## src/rtl/systolic_hadamard_npt.sv

```systemverilog
// N-point linear systolic Walsh-Hadamard transform: one frame in per handshake,
// N coefficients out serially through an N-1 stage add/subtract chain.
module systolic_hadamard_npt #(
  parameter int LOG2N = 2,
  parameter int DW    = 9,
  parameter int ORDER = 0
) (
  input  logic                        clk,
  input  logic                        rst_n,
  input  logic                        in_valid,
  output logic                        in_ready,
  input  logic [(1<<LOG2N)*DW-1:0]    x_flat,
  output logic                        out_valid,
  input  logic                        out_ready,
  output logic [DW+LOG2N-1:0]         out_data,
  output logic [LOG2N-1:0]            out_index,
  output logic                        out_last
);
  localparam int N  = 1 << LOG2N;
  localparam int OW = DW + LOG2N;

  typedef logic [LOG2N-1:0] row_t;
  localparam row_t LAST_ROW = row_t'(N - 1);

  // Sequency order: row r selects Hadamard row bitreverse(gray(r)).
  function automatic row_t row_to_k(input row_t r);
    row_t g;
    row_t k;
    g = r ^ (r >> 1);
    for (int b = 0; b < LOG2N; b++) k[b] = g[LOG2N-1-b];
    return (ORDER == 1) ? k : r;
  endfunction

  logic          w_adv;
  logic          w_accept;
  logic          w_iss_last;
  logic          r_iss_act;
  row_t          r_iss_cnt;
  logic [DW-1:0] r_frame [N];

  // Handshakes: a transfer happens on an edge where valid && ready; in_ready
  // depends only on state, out_ready and rst_n, never on in_valid.
  assign w_adv      = !out_valid || out_ready;
  assign w_iss_last = r_iss_act && (r_iss_cnt == LAST_ROW);
  assign in_ready   = rst_n && w_adv && (!r_iss_act || w_iss_last);
  assign w_accept   = in_valid && in_ready;

  always_ff @(posedge clk) begin
    if (!rst_n) begin
      r_iss_act <= 1'b0;
      r_iss_cnt <= '0;
    end else if (w_adv) begin
      if (w_accept) begin
        r_iss_act <= 1'b1;
        r_iss_cnt <= '0;
      end else if (r_iss_act) begin
        if (w_iss_last) r_iss_act <= 1'b0;
        r_iss_cnt <= r_iss_cnt + row_t'(1);
      end
    end
  end

  always_ff @(posedge clk) begin
    if (w_accept) begin
      for (int j = 0; j < N; j++) r_frame[j] <= x_flat[j*DW +: DW];
    end
  end

  logic          r_v    [1:N-1];
  row_t          r_r    [1:N-1];
  logic [OW-1:0] r_p    [1:N-1];
  logic [DW-1:0] r_hold [1:N-1];

  logic          w_in_v [1:N-1];
  row_t          w_in_r [1:N-1];
  logic [OW-1:0] w_in_p [1:N-1];
  logic [DW-1:0] w_x    [1:N-1];
  logic [OW-1:0] w_sum  [1:N-1];

  // A row-0 token takes x_s straight from the frame register and latches it,
  // so later rows of the same frame survive the next frame's acceptance.
  always_comb begin
    w_in_v[1] = r_iss_act;
    w_in_r[1] = r_iss_cnt;
    w_in_p[1] = {{LOG2N{r_frame[0][DW-1]}}, r_frame[0]};
    for (int s = 2; s < N; s++) begin
      w_in_v[s] = r_v[s-1];
      w_in_r[s] = r_r[s-1];
      w_in_p[s] = r_p[s-1];
    end
    for (int s = 1; s < N; s++) begin
      w_x[s]   = (w_in_v[s] && (w_in_r[s] == '0)) ? r_frame[s] : r_hold[s];
      w_sum[s] = (^(row_to_k(w_in_r[s]) & row_t'(s)))
               ? w_in_p[s] - {{LOG2N{w_x[s][DW-1]}}, w_x[s]}
               : w_in_p[s] + {{LOG2N{w_x[s][DW-1]}}, w_x[s]};
    end
  end

  always_ff @(posedge clk) begin
    if (!rst_n) begin
      for (int s = 1; s < N; s++) begin
        r_v[s]    <= 1'b0;
        r_r[s]    <= '0;
        r_p[s]    <= '0;
        r_hold[s] <= '0;
      end
    end else if (w_adv) begin
      for (int s = 1; s < N; s++) begin
        r_v[s] <= w_in_v[s];
        if (w_in_v[s]) begin
          r_r[s] <= w_in_r[s];
          r_p[s] <= w_sum[s];
          if (w_in_r[s] == '0) r_hold[s] <= r_frame[s];
        end
      end
    end
  end

  assign out_valid = r_v[N-1];
  assign out_data  = r_p[N-1];
  assign out_index = r_r[N-1];
  assign out_last  = (r_r[N-1] == LAST_ROW);

endmodule

```

## config.mk

```make
export PLATFORM = sky130hd
export DESIGN_NAME = systolic_hadamard_npt
export DESIGN_NICKNAME = d
export VERILOG_FILES = /design/src/rtl/systolic_hadamard_npt.sv
export SDC_FILE = /design/constraint.sdc
export NUM_CORES = 1
export LEC_CHECK = 0
export ABC_CLOCK_PERIOD_IN_PS = 9870
export CORE_ASPECT_RATIO = 0.8
export CORE_MARGIN = 8
export CORE_UTILIZATION = 50
export DETAILED_ROUTE_END_ITERATION = 12
export PLACE_DENSITY = 0.75
export SYNTH_ARGS = -nofsm -noshare
export SYNTH_HDL_FRONTEND = slang
export SYNTH_SLANG_ARGS = --single-unit
```

## constraint.sdc

```tcl
create_clock -name clk -period 9.87 [get_ports clk]
set_input_delay 1.974 -clock clk [delete_from_list [all_inputs] [get_ports clk]]
set_output_delay 1.974 -clock clk [all_outputs]
set_load 0.005 [all_outputs]
```

Word-level counts from Yosys, hierarchy flattened. Memory sizes are Yosys's and may differ from the RTL's. Index checks and enable logic that the tools add are counted.

$add $sub $neg: 7. Equality and inequality tests: 2. Multiplexer cells: 56. Bitwise logic cells: 12. Reduce and logical (&&, ||, !) cells: 19.

Operators with widths (count): $mux 11 (6); $mux 9 (6); $mux 1 (39); $add 11x11->11 (2); $sub 11x11->11 (2); $or 1x1->1 (12); $add 9x9->10 (1); $mux 2 (5); $sub 9x9->10 (1); $logic_and 1x1->1 (7); $logic_not 2->1 (3); $reduce_xor 2->1 (3); $eq 2x2->1 const B (2); $add 2x1->2 const B (1); $logic_not 1->1 (2); $logic_or 1x1->1 (2); $reduce_and 2->1 (1); $reduce_bool 2->1 (1).

Flip-flop bits (word level): 3. Memory bits (writable): 105. Input bits: 40. Output and inout bits: 16. Logic and storage cells: 103. Memories kept: 5.

Memories: r_frame (words 4, width 9, rd ports 4, clocked after memory_dff 0, wr ports 4, line 39) `logic [DW-1:0] r_frame [N];`; r_p (words 3, width 11, rd ports 3, clocked after memory_dff 0, wr ports 3, line 71) `logic [OW-1:0] r_p [1:N-1];`; r_hold (words 3, width 9, rd ports 3, clocked after memory_dff 0, wr ports 3, line 72) `logic [DW-1:0] r_hold [1:N-1];`; r_r (words 3, width 2, rd ports 3, clocked after memory_dff 0, wr ports 3, line 70) `row_t r_r [1:N-1];`; r_v (words 3, width 1, rd ports 3, clocked after memory_dff 0, wr ports 3, line 69) `logic r_v [1:N-1];`.

Depth between registers and ports, before layout. Gate-level depths: netlist of run 1.

Depth in word-level cells: 7. Depth in mapped cells: 16. Gate-level depth less buffers: 14.

Least setup slack after synthesis of run 1. OpenSTA, ideal clock, no wires.

Path type: input-to-output. Start point: input out_ready. End point: output in_ready. Data arrival time: 2.701 ns. Setup slack: 5.195 ns. Stages on the path: 4. Path buffers: 1. Cell sequence: nand2b_1 > and2_1 > clkbuf_1 > a21boi_0.

Longest elaborated chain between the ends: 3.

RTL lines: start, declared (line 14) `input logic out_ready,`; $logic_or 1x1->1 (line 43) `assign w_adv = !out_valid || out_ready;`; $logic_and 1x1->1 (2 in a row) (line 45) `assign in_ready = rst_n && w_adv && (!r_iss_act || w_iss_last);`; end, declared (line 11) `output logic in_ready,`.

No other way between the ends.

Worst setup path after layout of run 1. Same ends and word-level chain as after synthesis.

==> results of run 1 <==
==> layout by cell type (no fill, tap or decap), drive strengths merged, types with 7 or more instances in the layout <==
master,instances
clkbuf,10
a211o,11
nor2b,9
nor2,50
xor2,22
o21ai,14
edfxtp,104
nor3,18
nand3,7
o21a,14
xnor2,15
inv,23
ha,33
mux2i,19
clkdlybuf4s50,55
nand2b,7
and3,30
nand2,34
a21oi,28
and2,11
==> area by class of cell <==
class	instances	area (um2)	share of cell area, %
clock buffers	10	229	3.18
clock inverters	6	62.6	0.870
inverters	22	82.6	1.15
multi-input cells	399	2860	39.8
flip-flops and latches	107	3180	44.3
well taps	171	214	2.97
repair buffers	56	558	7.76
==> layer usage <==
layer	track usage [%]	share of wire (%)
met5	0	0
met4	6.78	2.2
met3	4.86	6.7
met2	26.1	47
met1	19.2	44
==> how the worst max path moves through the flow <==
stage               slack (ns)  endpoint       from
floorplan                 5.20  in_ready  out_ready
global placement          3.41  in_ready  out_ready
detailed placement        3.34  in_ready  out_ready
CTS                       3.32  in_ready  out_ready
global route              3.09  in_ready  out_ready
finish                    3.33  in_ready  out_ready
==> tightest hold or removal path, stage by stage, from the launching register on <==
cell      delay (ns)
dfxtp_1         0.33
nand2_1         0.06
a21boi_0        0.07
==> state kept, by name, summed over array words and instances (netlist names) <==
register	flops
r_frame	36
r_v	3
r_hold	27
r_iss_act	1
r_p	32
r_r	6
r_iss_cnt	2
==> where the power goes <==
| group | switching [mW] | leakage, nW | internal, mW |
|---|---|---|---|
| sequential | 0.0204 | 1.08 | 0.533 |
| combinational | 0.173 | 1.60 | 0.147 |
| clock | 0.173 | 0.142 | 0.177 |
| total | 0.366 | 2.82 | 0.857 |
==> cell families (layout without fill, tap and decap cells) <==
family / count (synthesis) / in the layout / share of synthesized area, %
muxes: 22 / 22 / 3.54
AOI/OAI and AO/OA: 119 / 119 / 13.7
and+or+nand+nor: 185 / 185 / 15.5
buffers and inverters: 56 / 94 / 4.37
DFF: 107 / 107 / 50.3
xor gates and xnor gates: 37 / 37 / 5.12
adders and majority gates: 36 / 36 / 7.48
==> per-stage QoR <==
step / setup WS [ns] / hold slack [ns]
6_report: 3.33 / 0.507
5_1_grt: 3.09 / 0.531
4_1_cts: 3.32 / 0.511
3_5_place_dp: 3.34 / 0.503
3_3_place_gp: 3.41 / 0.477
2_1_floorplan: 5.20 / 0.460
==> flow_summary.ini, run 1 <==
[yosys]
ys_seq_area_share_pct = 50.3
synthCells = 562
synth_edf_count = 104
yosys-top-cells-count = 104 x edfxtp_1, 50 x nor2_1, 33 x ha_1, 33 x nand2_1, 30 x and3_1
syn_area_um2 = 6320
synth-seq-cells = 107
yosysMostFrequentCell = edfxtp_1
yosys_most_used_dff = edfxtp_1
synth_area_leaders = edfxtp_1 49%, ha_1 6.5%, xor2_1 3.0%
synth_top_area_share_pct = 49.4
yosysTopAreaCell = edfxtp_1
syn_avg_cell_area_um2 = 11.3
yosysWarningCount = 0
synthDistinctLibCells = 64
async_reset_ff_share_pct = 0
syn_nets = 638

[clock_tree]
clk_pin_slew_ns = 0.08
cts_tree = built
cts_sinks = 107
postCtsSetupBuffers = 0
ctsHoldBuffers = 0
h-tree-depth = 3
clock_latency_ns = 0.36
clockBufferDepth = 2
cts_inserted_buffers = 9
cts_root_buf = clkbuf_16
cts-resized-gates = 0

[pwr]
leakage_nw = 2.82
power_mw = 1.22
p_per_area_nw_per_um2 = 170
vdd_drop_max_mv = 0.103

[timing]
fin_crit_sh_pct = 66.3
finalSetupTns_ns = 0
fin_crit_ns = 6.54
setup_viol = 0
slew_viol_final = 0
finalHoldViolCount = 0
tightest_slew_ns = 1.20
timing.fmax_mhz = 153
skew_ns = 0.00828
slew_headroom_pct = 19.5
grt_setup_unrepaired = false

[hold_path]
hold_path_depth = 2
holdCritPathClass = flop to flop
worstHoldStart = r_iss_cnt[1]
hold_end = r_iss_cnt[1]

[floorplanning]
rows = 36
core_um2 = 12300
start_util_pct = 51.6
fp.dieW_um = 142
die_area_um2 = 16500
die_h_um = 117
io_pins = 56

[final_layout]
final_layout_size_suffix_gt1_share_pct = 5.50
final_cells = 771
fin_nets = 671
fill_cells = 1037
area_delta_synth_final_pct = 13.8
design_area_um2 = 7190
post-route-util_pct = 58.7
antenna_cells = 0

[setup_path]
crit_buf_inv = 2
ff2ff_path_depth = 13
cp_cell_sequence = clkdlybuf4s50_1, nand2b_1, and2_1, a21boi_0, clkdlybuf4s50_1
critPathKind = input port to output pin
regToRegSetupSlack_ns = 5.38
r2r_start = r_iss_cnt[0]
cp_max_fo = 30
slowest_stage = and2_1
max_stage_delay_ns = 0.87
worstPathRequired_ns = 7.90
cp_data_arrival_time_ns = 4.57
crit_top_cell = clkdlybuf4s50_1
start_kind = input port
end_kind = output pin
crit_cells = 5
r2r_end = r_p[0][20]
cp_top_family = simple AND/OR/NAND/NOR gates

[grt]
grt_overflow_total = 0
antenna_found_initial = 0
grt_pass1_vias = 4275
grtUsageTotal_pct = 15.9
grt_pass1_wl_um = 20600
grt_start_max_net_pins = 31

[routing]
vias_per_cell = 5.62
wl_um = 12600
wl_per_cell_um = 16.3
initialDrtViolationCount = 308
drtAntennaViolNets = 0
drt_pass1_iterations = 5
drc = 0
via_count = 4334

[status]
status = completed

[job]
maxCapViolCount = 0

[placed_design]
portBuffers = 55
place_inst = 755
place_area_um2 = 6900
gp_congestion = 0.812
dp_hpwl_um = 9400
No activity file was read; power rests on OpenSTA's default activity.
==> inputs of run 2 (changes only) <==
- ABC_CLOCK_PERIOD_IN_PS: 9870 -> 5600
- PLACE_DENSITY: 0.75 -> 0.77
- clock period: 9.87 -> 5.6 ns (I/O delays scaled with it)
==> flow_summary.ini, run 2 (synthesized netlist as in run 1, its figures left out) <==
[status]
status = completed

[floorplanning]
start_util_pct = 51.6
fp.dieW_um = 142
die_area_um2 = 16500
core_um2 = 12300
io_pins = 56
rows = 36
die_h_um = 117

[clock_tree]
clock_latency_ns = 0.35
cts_tree = built
cts_sinks = 107
clockBufferDepth = 2
cts_inserted_buffers = 9
clk_pin_slew_ns = 0.07
postCtsSetupBuffers = 0
h-tree-depth = 3
cts-resized-gates = 0
ctsHoldBuffers = 0
cts_root_buf = clkbuf_16

[setup_path]
regToRegSetupSlack_ns = 1.26
setup.worst_path.start = r_iss_cnt[0]
critPathKind = flop to flop
end_kind = flop
r2r_end = r_p[0][20]
ff2ff_path_depth = 13
worstPathRequired_ns = 5.70
r2r_start = r_iss_cnt[0]
start_kind = flop
cp_max_fo = 12
endpoint = r_p[0][20]
cp_data_arrival_time_ns = 4.44

[final_layout]
antenna_cells = 0
final_cells = 773
multi_input_comb_area_um2 = 2860
area_delta_synth_final_pct = 14.5
reg.largest.list = r_frame x36, r_p x32, r_hold x27
fill_cells = 1002
layout_common_cells = 104 x edfxtp_1, 55 x clkdlybuf4s50_1, 50 x nor2_1, 33 x nand2_1, 33 x ha_1
final_common_cell = edfxtp_1
final_layout_size_suffix_gt1_share_pct = 5.81
register_area_um2 = 3180
post-route-util_pct = 59.1
largest_reg_flops = 36
top_register = r_frame
fin_nets = 673

[placed_design]
dp_hpwl_um = 9760
place_inst = 757
gp_congestion = 0.912
portBuffers = 55

[pwr]
leakage_nw = 2.84
vdd_drop_max_mv = 0.184
power_mw = 2.23
p_per_area_nw_per_um2 = 308

[timing]
tightest_slew_ns = 1.28
hold_slack_ns = 0.507
setup_viol = 0
slew_headroom_pct = 13.6
skew_ns = 0.00410
grt_setup_unrepaired = false
slew_viol_final = 0
fin_crit_sh_pct = 77.5
finalSetupTns_ns = 0
timing.fmax_mhz = 230
fin_crit_ns = 4.34
finalHoldViolCount = 0

[routing]
initialDrtViolationCount = 426
drtAntennaViolNets = 0
wl_per_cell_um = 16.9
drc = 0
vias_per_cell = 5.67
via_count = 4380
wl_um = 13100
drt_pass1_iterations = 6

[grt]
antenna_found_initial = 0
grt_start_max_net_pins = 37
grt_pass1_vias = 4520
grt_pass1_wl_um = 21500
grt_overflow_total = 0
grtUsageTotal_pct = 16.5

[job]
maxCapViolCount = 0

[hold_path]
hold_path_depth = 2
holdCritPathClass = flop to flop
## run 2: changes by cell type in the layout (fill, tap and decap cells not counted), sizes merged
cell / change
buf: +2
bufinv: +2
clkinv: -3
clkinvlp: +1
## run 2: worst min-delay path by stage
stage	from	end	slack, ns
6_report	r_iss_cnt[1]	r_iss_cnt[1]	0.51
5_1_grt	r_iss_cnt[1]	r_iss_cnt[1]	0.54
3_5_place_dp	r_iss_cnt[1]	r_iss_cnt[1]	0.50
3_3_place_gp	r_iss_cnt[1]	r_iss_cnt[1]	0.48
4_1_cts	r_iss_cnt[1]	r_iss_cnt[1]	0.51
2_1_floorplan	r_iss_cnt[1]	r_iss_cnt[1]	0.46
## run 2: area by class of cell
cell class | instances | area share (%)
inverters | 22 | 1.14
clock buffers | 10 | 3.16
repair buffers | 58 | 7.91
multi-input cells | 399 | 39.5
flip-flops and latches | 107 | 44.0
well taps | 171 | 2.95
clock inverters | 6 | 1.33
## run 2: power breakdown
| part | total, mW | switching, mW | internal [mW] |
|---|---|---|---|
| clock network | 0.688 | 0.290 | 0.398 |
| logic | 0.568 | 0.308 | 0.260 |
| registers | 0.977 | 0.0377 | 0.940 |
## run 2: per-stage QoR
stage,setup WS (ns),area (um2)
final,1.26,7240
after global routing,0.974,7240
after CTS,1.28,7240
after detailed placement,1.44,6920
after global placement,1.46,6920
after floorplan,1.80,6320
## run 2: per-layer routing
layer  global-route usage (%)  vias up  wire (um)
li1                         -     2142          -
met1                     19.2     2104       5580
met2                     29.1      119       6490
met3                     4.78       15        836
met4                     4.93        0        179
met5                        0        -          0
## run 2: worst max-delay path, stage by stage, from the launching register on
cell      delay, ns
dfxtp_1        0.49
clkinv_1       0.29
ha_1           0.39
nand2_2        0.31
mux2i_1        0.30
ha_1           0.27
a21oi_1        0.25
ha_1           0.28
nor2b_1        0.14
o31a_1         0.27
o41ai_1        0.47
a21oi_1        0.15
and2_1         0.19
mux2_1         0.28
